--- config.mk ---
export PLATFORM = sky130hd
export DESIGN_NAME = button_conditioner
export DESIGN_NICKNAME = d
export VERILOG_FILES = /design/src/rtl/button_conditioner.sv
export SDC_FILE = /design/constraint.sdc
export NUM_CORES = 1
export LEC_CHECK = 0
export CAP_MARGIN = 20
export CORE_ASPECT_RATIO = 0.9
export CORE_MARGIN = 1.5
export CORE_UTILIZATION = 40
export DETAILED_ROUTE_END_ITERATION = 12
export PLACE_DENSITY = 0.57
export SLEW_MARGIN = 20
export SYNTH_ARGS = -nofsm -noshare
export SYNTH_HDL_FRONTEND = slang
export SYNTH_SLANG_ARGS = --single-unit
--- constraint.sdc ---
create_clock -name clk -period 3.1 [get_ports clk]
set_input_delay 0.62 -clock clk [delete_from_list [all_inputs] [get_ports clk]]
set_output_delay 0.62 -clock clk [all_outputs]
set_load 0.1 [all_outputs]
--- src/rtl/button_conditioner.sv ---
// Alarm-clock button front end: per-channel 2-FF sync, debounce, and press FSM
// producing a held level plus one-cycle advance pulses with optional auto-repeat.
module button_conditioner #(
    parameter int              NBTN          = 6,
    parameter int              DEB_CYCLES    = 4,
    parameter logic [NBTN-1:0] REPEAT_MASK   = 6'b001100,
    parameter int              REPEAT_DELAY  = 8,
    parameter int              REPEAT_PERIOD = 2
) (
    input  logic            clk,
    input  logic            rst,
    input  logic [NBTN-1:0] btn_raw,
    output logic [NBTN-1:0] level,
    output logic [NBTN-1:0] adv,
    output logic            any_adv
);

    function automatic int max3(input int a, input int b, input int c);
        int m;
        m = a;
        if (b > m) m = b;
        if (c > m) m = c;
        return m;
    endfunction

    localparam int CNT_MAX = max3(DEB_CYCLES, REPEAT_DELAY, REPEAT_PERIOD);
    localparam int CW      = $clog2(CNT_MAX + 1);

    localparam logic [CW-1:0] DEB_LAST = CW'(DEB_CYCLES - 1);
    localparam logic [CW-1:0] RD_LAST  = CW'(REPEAT_DELAY - 1);
    localparam logic [CW-1:0] RP_LAST  = CW'(REPEAT_PERIOD - 1);
    localparam logic [CW-1:0] CNT_ONE  = CW'(1);

    typedef enum logic [1:0] {
        ST_IDLE,
        ST_HELD,
        ST_REPEAT
    } state_t;

    logic [NBTN-1:0] r_sync1;
    logic [NBTN-1:0] r_sync2;

    always_ff @(posedge clk or negedge rst) begin
        if (!rst) begin
            r_sync1 <= '0;
            r_sync2 <= '0;
        end else begin
            r_sync1 <= btn_raw;
            r_sync2 <= r_sync1;
        end
    end

    for (genvar i = 0; i < NBTN; i++) begin : g_chan
        logic [CW-1:0] r_dcnt;
        logic          r_level;
        state_t        r_state;
        state_t        w_state_nxt;
        logic [CW-1:0] r_hcnt;
        logic [CW-1:0] w_hcnt_nxt;
        logic          r_adv;
        logic          w_adv_nxt;
        logic          w_flip;
        logic          w_rise;
        logic          w_fall;

        // The FSM reacts on the same edge the debounced level changes, so the
        // press pulse lines up with the first cycle of the new level.
        assign w_flip = (r_sync2[i] != r_level) && (r_dcnt == DEB_LAST);
        assign w_rise = w_flip && r_sync2[i];
        assign w_fall = w_flip && !r_sync2[i];

        always_ff @(posedge clk or negedge rst) begin
            if (!rst) begin
                r_dcnt  <= '0;
                r_level <= 1'b0;
            end else if (r_sync2[i] == r_level) begin
                r_dcnt  <= '0;
            end else if (r_dcnt == DEB_LAST) begin
                r_dcnt  <= '0;
                r_level <= r_sync2[i];
            end else begin
                r_dcnt  <= r_dcnt + CNT_ONE;
            end
        end

        always_ff @(posedge clk or negedge rst) begin
            if (!rst) begin
                r_state <= ST_IDLE;
                r_hcnt  <= '0;
                r_adv   <= 1'b0;
            end else begin
                r_state <= w_state_nxt;
                r_hcnt  <= w_hcnt_nxt;
                r_adv   <= w_adv_nxt;
            end
        end

        always_comb begin
            w_state_nxt = r_state;
            w_hcnt_nxt  = r_hcnt;
            w_adv_nxt   = 1'b0;
            case (r_state)
                ST_IDLE: begin
                    if (w_rise) begin
                        w_state_nxt = ST_HELD;
                        w_hcnt_nxt  = '0;
                        w_adv_nxt   = 1'b1;
                    end
                end
                ST_HELD: begin
                    if (w_fall) begin
                        w_state_nxt = ST_IDLE;
                        w_hcnt_nxt  = '0;
                    end else if (REPEAT_MASK[i]) begin
                        if (r_hcnt == RD_LAST) begin
                            w_state_nxt = ST_REPEAT;
                            w_hcnt_nxt  = '0;
                            w_adv_nxt   = 1'b1;
                        end else begin
                            w_hcnt_nxt  = r_hcnt + CNT_ONE;
                        end
                    end
                end
                ST_REPEAT: begin
                    if (w_fall) begin
                        w_state_nxt = ST_IDLE;
                        w_hcnt_nxt  = '0;
                    end else if (r_hcnt == RP_LAST) begin
                        w_hcnt_nxt  = '0;
                        w_adv_nxt   = 1'b1;
                    end else begin
                        w_hcnt_nxt  = r_hcnt + CNT_ONE;
                    end
                end
                default: begin
                    w_state_nxt = ST_IDLE;
                    w_hcnt_nxt  = '0;
                end
            endcase
        end

        assign level[i] = r_level;
        assign adv[i]   = r_adv;
    end

    assign any_adv = |adv;

endmodule

# == Yosys cells after proc, flatten, opt, wreduce, memory -nomap -nowiden ==
# Index checks and enable logic that the tools add are counted.
# op_classes
n_addsub,12
mul,0
div_mod_pow,0
magnitude_cmp,0
n_eq_ne,56
n_shift,0
mux,94
n_bitwise,6
n_reduce_logical,51
# op_table
operator,n
$mux 4,38
$pmux 4 s3,6
$add 4x1->4 const B,12
$mux 2,16
$reduce_and 2->1,14
$eq 4x1->1 const B,6
$eq 4x2->1 const B,6
$ne 2x2->1 const B,12
$mux 1,22
$logic_and 1x1->1,18
$pmux 2 s2,4
$eq 2x1->1 const B,6
$eq 2x2->1 const B,6
$logic_not 2->1,6
$pmux 2 s3,2
$eq 4x3->1 const B,2
$ne 2x1->1 const B,4
$pmux 1 s2,4
$reduce_or 2->1,4
$eq 1x1->1,6
$logic_not 1->1,6
$ne 1x1->1,6
$ne 3x3->1 const B,2
$not 1->1,6
3 further kinds,5
# totals
ff_bits,84
latchBits,0
ram_bits,0
romBits,0
inputBits,8
out_inout_bits,13
word_cells,251
memories,0

# == Logic depth before layout (Yosys ltp) ==
# logic_depth
depth_word,5
ltp_mapped,6
ltp_nobuf,6

# == Worst setup path before layout ==
# OpenSTA, ideal clock, no wires.
# synth_timing
path_kind,register -> register
start,reg g_chan[2].r_state[1]
end,reg g_chan[2].r_hcnt[3]
setup_time_ps,124
arrival_time_ps,1718
required_ps,2976
setup_slack_ps,1258
stages_incl_launch_ff,7
n_path_buf,0
synth_period_minus_slack_ps,1842
path_cell_list,dfrtp_1 -> inv_1 -> ha_1 -> or4b_1 -> a22oi_1 -> nor4_2 -> a211o_1
# synth_between
elab_chain_cells,2
elab_cells_between_ends,5
classes_between,eq/ne (3); mux (1); reduce/logical (1)
# synth_lines
item,line,text
from (decl),56,state_t r_state;
from (signal assigned),92,r_state <= w_state_nxt;
$eq 2x2->1 (tied with other cells),102,case (r_state)
$pmux 4 s3 / $ne 2x2->1 (equally long branches),n/a,
to (signal assigned),93,r_hcnt <= w_hcnt_nxt;
to (decl),58,logic [CW-1:0] r_hcnt;
# Several ways; a longest one is shown, not always the timed one.
# A chain may end at the register's enable or synchronous reset.

# == Worst setup path in the final report ==
# Same ends and word-level chain as after synthesis.

==> key figures <==
Synth
  – Cell with the most instances after synthesis: dfrtp_1
  – Largest family of logic cells by synthesized area: simple AND/OR/NAND/NOR gates
  – Mean Syn Cell Area: 11.1 um2
  – Count of different cell masters after synthesis: 48
  – Area share of the largest cell type after synthesis: between 50% and 60%
  – Post-Syn Area: 3030 um2
  – Top cells by count, synth: dfrtp_1 (64), ha_1 (18), inv_1 (16)
  – Synth Area in Compound Gates: a little over a tenth
  – Mux share of post-synthesis cell area: about 2.6%
  – Yosys reg bits: 64
  – Yosys top cell by area: dfrtp_1
  – Synth Instances: 272
  – Ys Warns: 0
  – Synth async-reset ratio: 100%
  – Post-synth top flop: dfrtp_1
  – Adder-Cell Fraction of Synth Area: 7.44%
  – Syn Nets: 298
  – Top area cells in the synthesized netlist: dfrtp_1 (53%), ha_1 (7.4%), buf_4 (3.0%)
  – Post-Synth Simple-Gate Area: 17.2%
  – Post-synth EDFFs: 0
  – Post-Synth XOR/XNOR Area: approximately 3.8%
  – Register area share after synthesis: 52.9%

Setup path
  – CP peak stage delay: 0.52 ns
  – Setup crit end kind: register
  – Crit-path cells: inv_1 > ha_1 > or4b_1 > a22oi_1 > nor4_2 > a211o_1
  – Crit path to: g_chan[2].r_hcnt[3]
  – R2r endpoint: g_chan[2].r_hcnt[3]
  – Setup CP Type: reg -> reg
  – Worst path slowest cell: or4b_1
  – CP Max Fanout: 7
  – Startpoint types: register
  – Critical path origin: g_chan[2].r_state[1]
  – Critical path data required time: 3.31 ns
  – R2R cell count: 6
  – Launching point of the worst reg2reg path: g_chan[2].r_state[1]
  – Reg2reg setup slack: around 1.1 ns
  – Arr. time, crit path: 2.22 ns

Floorplanning
  – Initial Util: 42.1%
  – Die area: between 8000 and 9000 um2
  – Chip height: 85.5 um
  – Row count: 29
  – Die X: 94.7 um
  – # IOs: 21
  – CORE AREA: just over 7000 um2

Global route
  – Total congestion overflow: 0
  – Vias in the first global route: 1,970
  – GRT busiest layer: met2
  – GRT Resource Usage Total: 14.1%
  – Met1 Use GR: 18.5%
  – First-pass GRT wire length: 8.90 mm
  – Largest net degree at the start of global routing: 30
  – Met3 GRT Util: 4.88%
  – M2 GR Usage: 21.4%
  – Initial antenna violation count: 0

Clocking
  – Post-CTS resize count: 0
  – Num CTS Buffers: 9
  – CTS tree: built
  – Clock Latency Late Sink: 0.33 ns
  – Cts hold-fix bufs: 0
  – Sink Count: 64
  – H-tree levels: 3
  – Clk root buf: clkbuf_8
  – Post-CTS Setup Inserts: 0
  – Bufs on Longest Clock Path: 2
  – Clk pin slew, worst setup/hold paths: 0.06 ns

Drt
  – Wire per inst: 12.6 um
  – DR pass1 iterations: 4
  – Total vias in the final route: 1,955
  – DRT iter0 DRCs: 56
  – Final WL: ~5 mm
  – DRC errors left: 0
  – Routed Antenna Nets: 0
  – Avg Vias per Cell: 5.08

Place
  – Dpl ws: about 1.1 ns
  – Placed Area: 3220 um2
  – Post-DP HPWL: 3.40 mm
  – Port-buffer cells: 20
  – Routability cong.: about 0.8

Cells and area
  – Final Instance Area: 3360 um2
  – Final net count: 317
  – Area delta synth->final: 11.1%
  – # diodes: 0
  – Share of layout cells above drive strength 1: 14.7%

STA
  – Post-layout min period: 2.00 ns
  – Final worst-path cycle share: 64.7%
  – Fin. max-slew vios: 0
  – RSZ-0062 raised after global routing: no
  – Max Fclk: approximately 0.5 GHz
  – Final setup viols: 0
  – Headroom to the max-slew limit: 54.3%
  – Worst-margin pin slew: 0.686 ns
  – Setup slack after layout: 1.10 ns
  – Setup TNS Final: 0 ns
  – Skew final: 0.00536 ns
  – Final hold viol count: 0
  – WHS: approximately 0.33 ns

Power
  – Power per cell area: roughly 790 nW/um2
  – Leak pwr: between 1.5 and 2 nW
  – Total Power: 2.65 mW
  – VDD IR-drop max: 0.394 mV

Worst hold path
  – Worst Hold Class: in -> async

Run status
  – Run status: complete, no violations

Flow run
  – Max Cap Violations: 0
[layer usage]
metal,routed length (um),vias to the layer above,share of wire [%]
met5,0,-,0
met4,59,0,1.2
met3,196,5,4.0
met2,2170,28,45
met1,2430,941,50
li1,-,981,-
[registers in the layout (all words and copies together) (netlist names)]
name,count
g_chan.r_adv,6
g_chan.r_dcnt,24
g_chan.r_hcnt,8
g_chan.r_level,6
g_chan.r_state,8
r_sync1,6
r_sync2,6
[power breakdown]
group / internal [mW] / switching (mW)
combinational: 0.323 / 0.634
sequential: 0.985 / 0.142
clock: 0.291 / 0.276
total: 1.60 / 1.05
[cells in the final DEF, fill, tap and decap left out, drive strengths merged, types with 2 or more instances in the layout]
cell type | netlist | routed
dfrtp | 64 | 64
ha | 18 | 18
inv | 16 | 16
buf | 13 | 16
o21ai | 16 | 16
nand2 | 15 | 15
nor2 | 15 | 15
a21oi | 11 | 11
nor3 | 11 | 11
clkbuf | 1 | 10
nand3 | 9 | 9
nor2b | 8 | 8
nand3b | 7 | 7
xnor2 | 7 | 7
mux2 | 7 | 7
nor3b | 7 | 7
xor2 | 6 | 6
clkdlybuf4s50 | 0 | 6
a31oi | 5 | 5
nand2b | 3 | 3
o211ai | 3 | 3
or3b | 3 | 3
nor4 | 3 | 3
o221ai | 2 | 2
o21bai | 2 | 2
a211o | 2 | 2
a22o | 2 | 2
clkinv | 0 | 2
or4b | 2 | 2
[layout make-up]
| class | count | area, um2 |
|---|---|---|
| fill | 690 | 3820 |
| timing repair buffer | 22 | 178 |
| sequential | 64 | 1600 |
| multi-input combinational | 178 | 1260 |
| clock buffer | 10 | 138 |
| clock inverter | 2 | 10.0 |
| tap | 93 | 116 |
| inverter | 16 | 60.1 |
[worst max-delay path, delay by kind of cell (launching register included)]
family	cells	cell delay (ns)
AO/OA/AOI/OAI	2	0.55
adder cells (fa/ha/maj)	1	0.27
buffers and inverters	1	0.09
flip-flops	1	0.40
AND/OR/NAND/NOR	2	0.59
[metrics by stage]
stage,instances,util [%]
2_1_floorplan,272,-
3_3_place_gp,373,44.8
3_5_place_dp,373,44.8
4_1_cts,385,46.8
5_1_grt,385,46.8
6_report,385,46.8
[how the worst min path moves through the flow]
stage	endpoint	depth (start not counted)
global route	r_sync2[4]	0
finish	g_chan[0].r_dcnt[2]	1
floorplan	g_chan[0].r_adv	0
global placement	r_sync2[2]	0
CTS	g_chan[4].r_dcnt[1]	1
detailed placement	r_sync2[4]	0
[cells by family (layout without fill, tap and decap cells)]
family,count (synthesis),after routing
buffers and inverters,30,50
flip-flops,64,64
XOR/XNOR,13,13
multiplexers,7,7
AND/OR/NAND/NOR,89,89
AO/OA/AOI/OAI,51,51
adder cells (fa/ha/maj),18,18
Power figures use the tool's default switching activity.
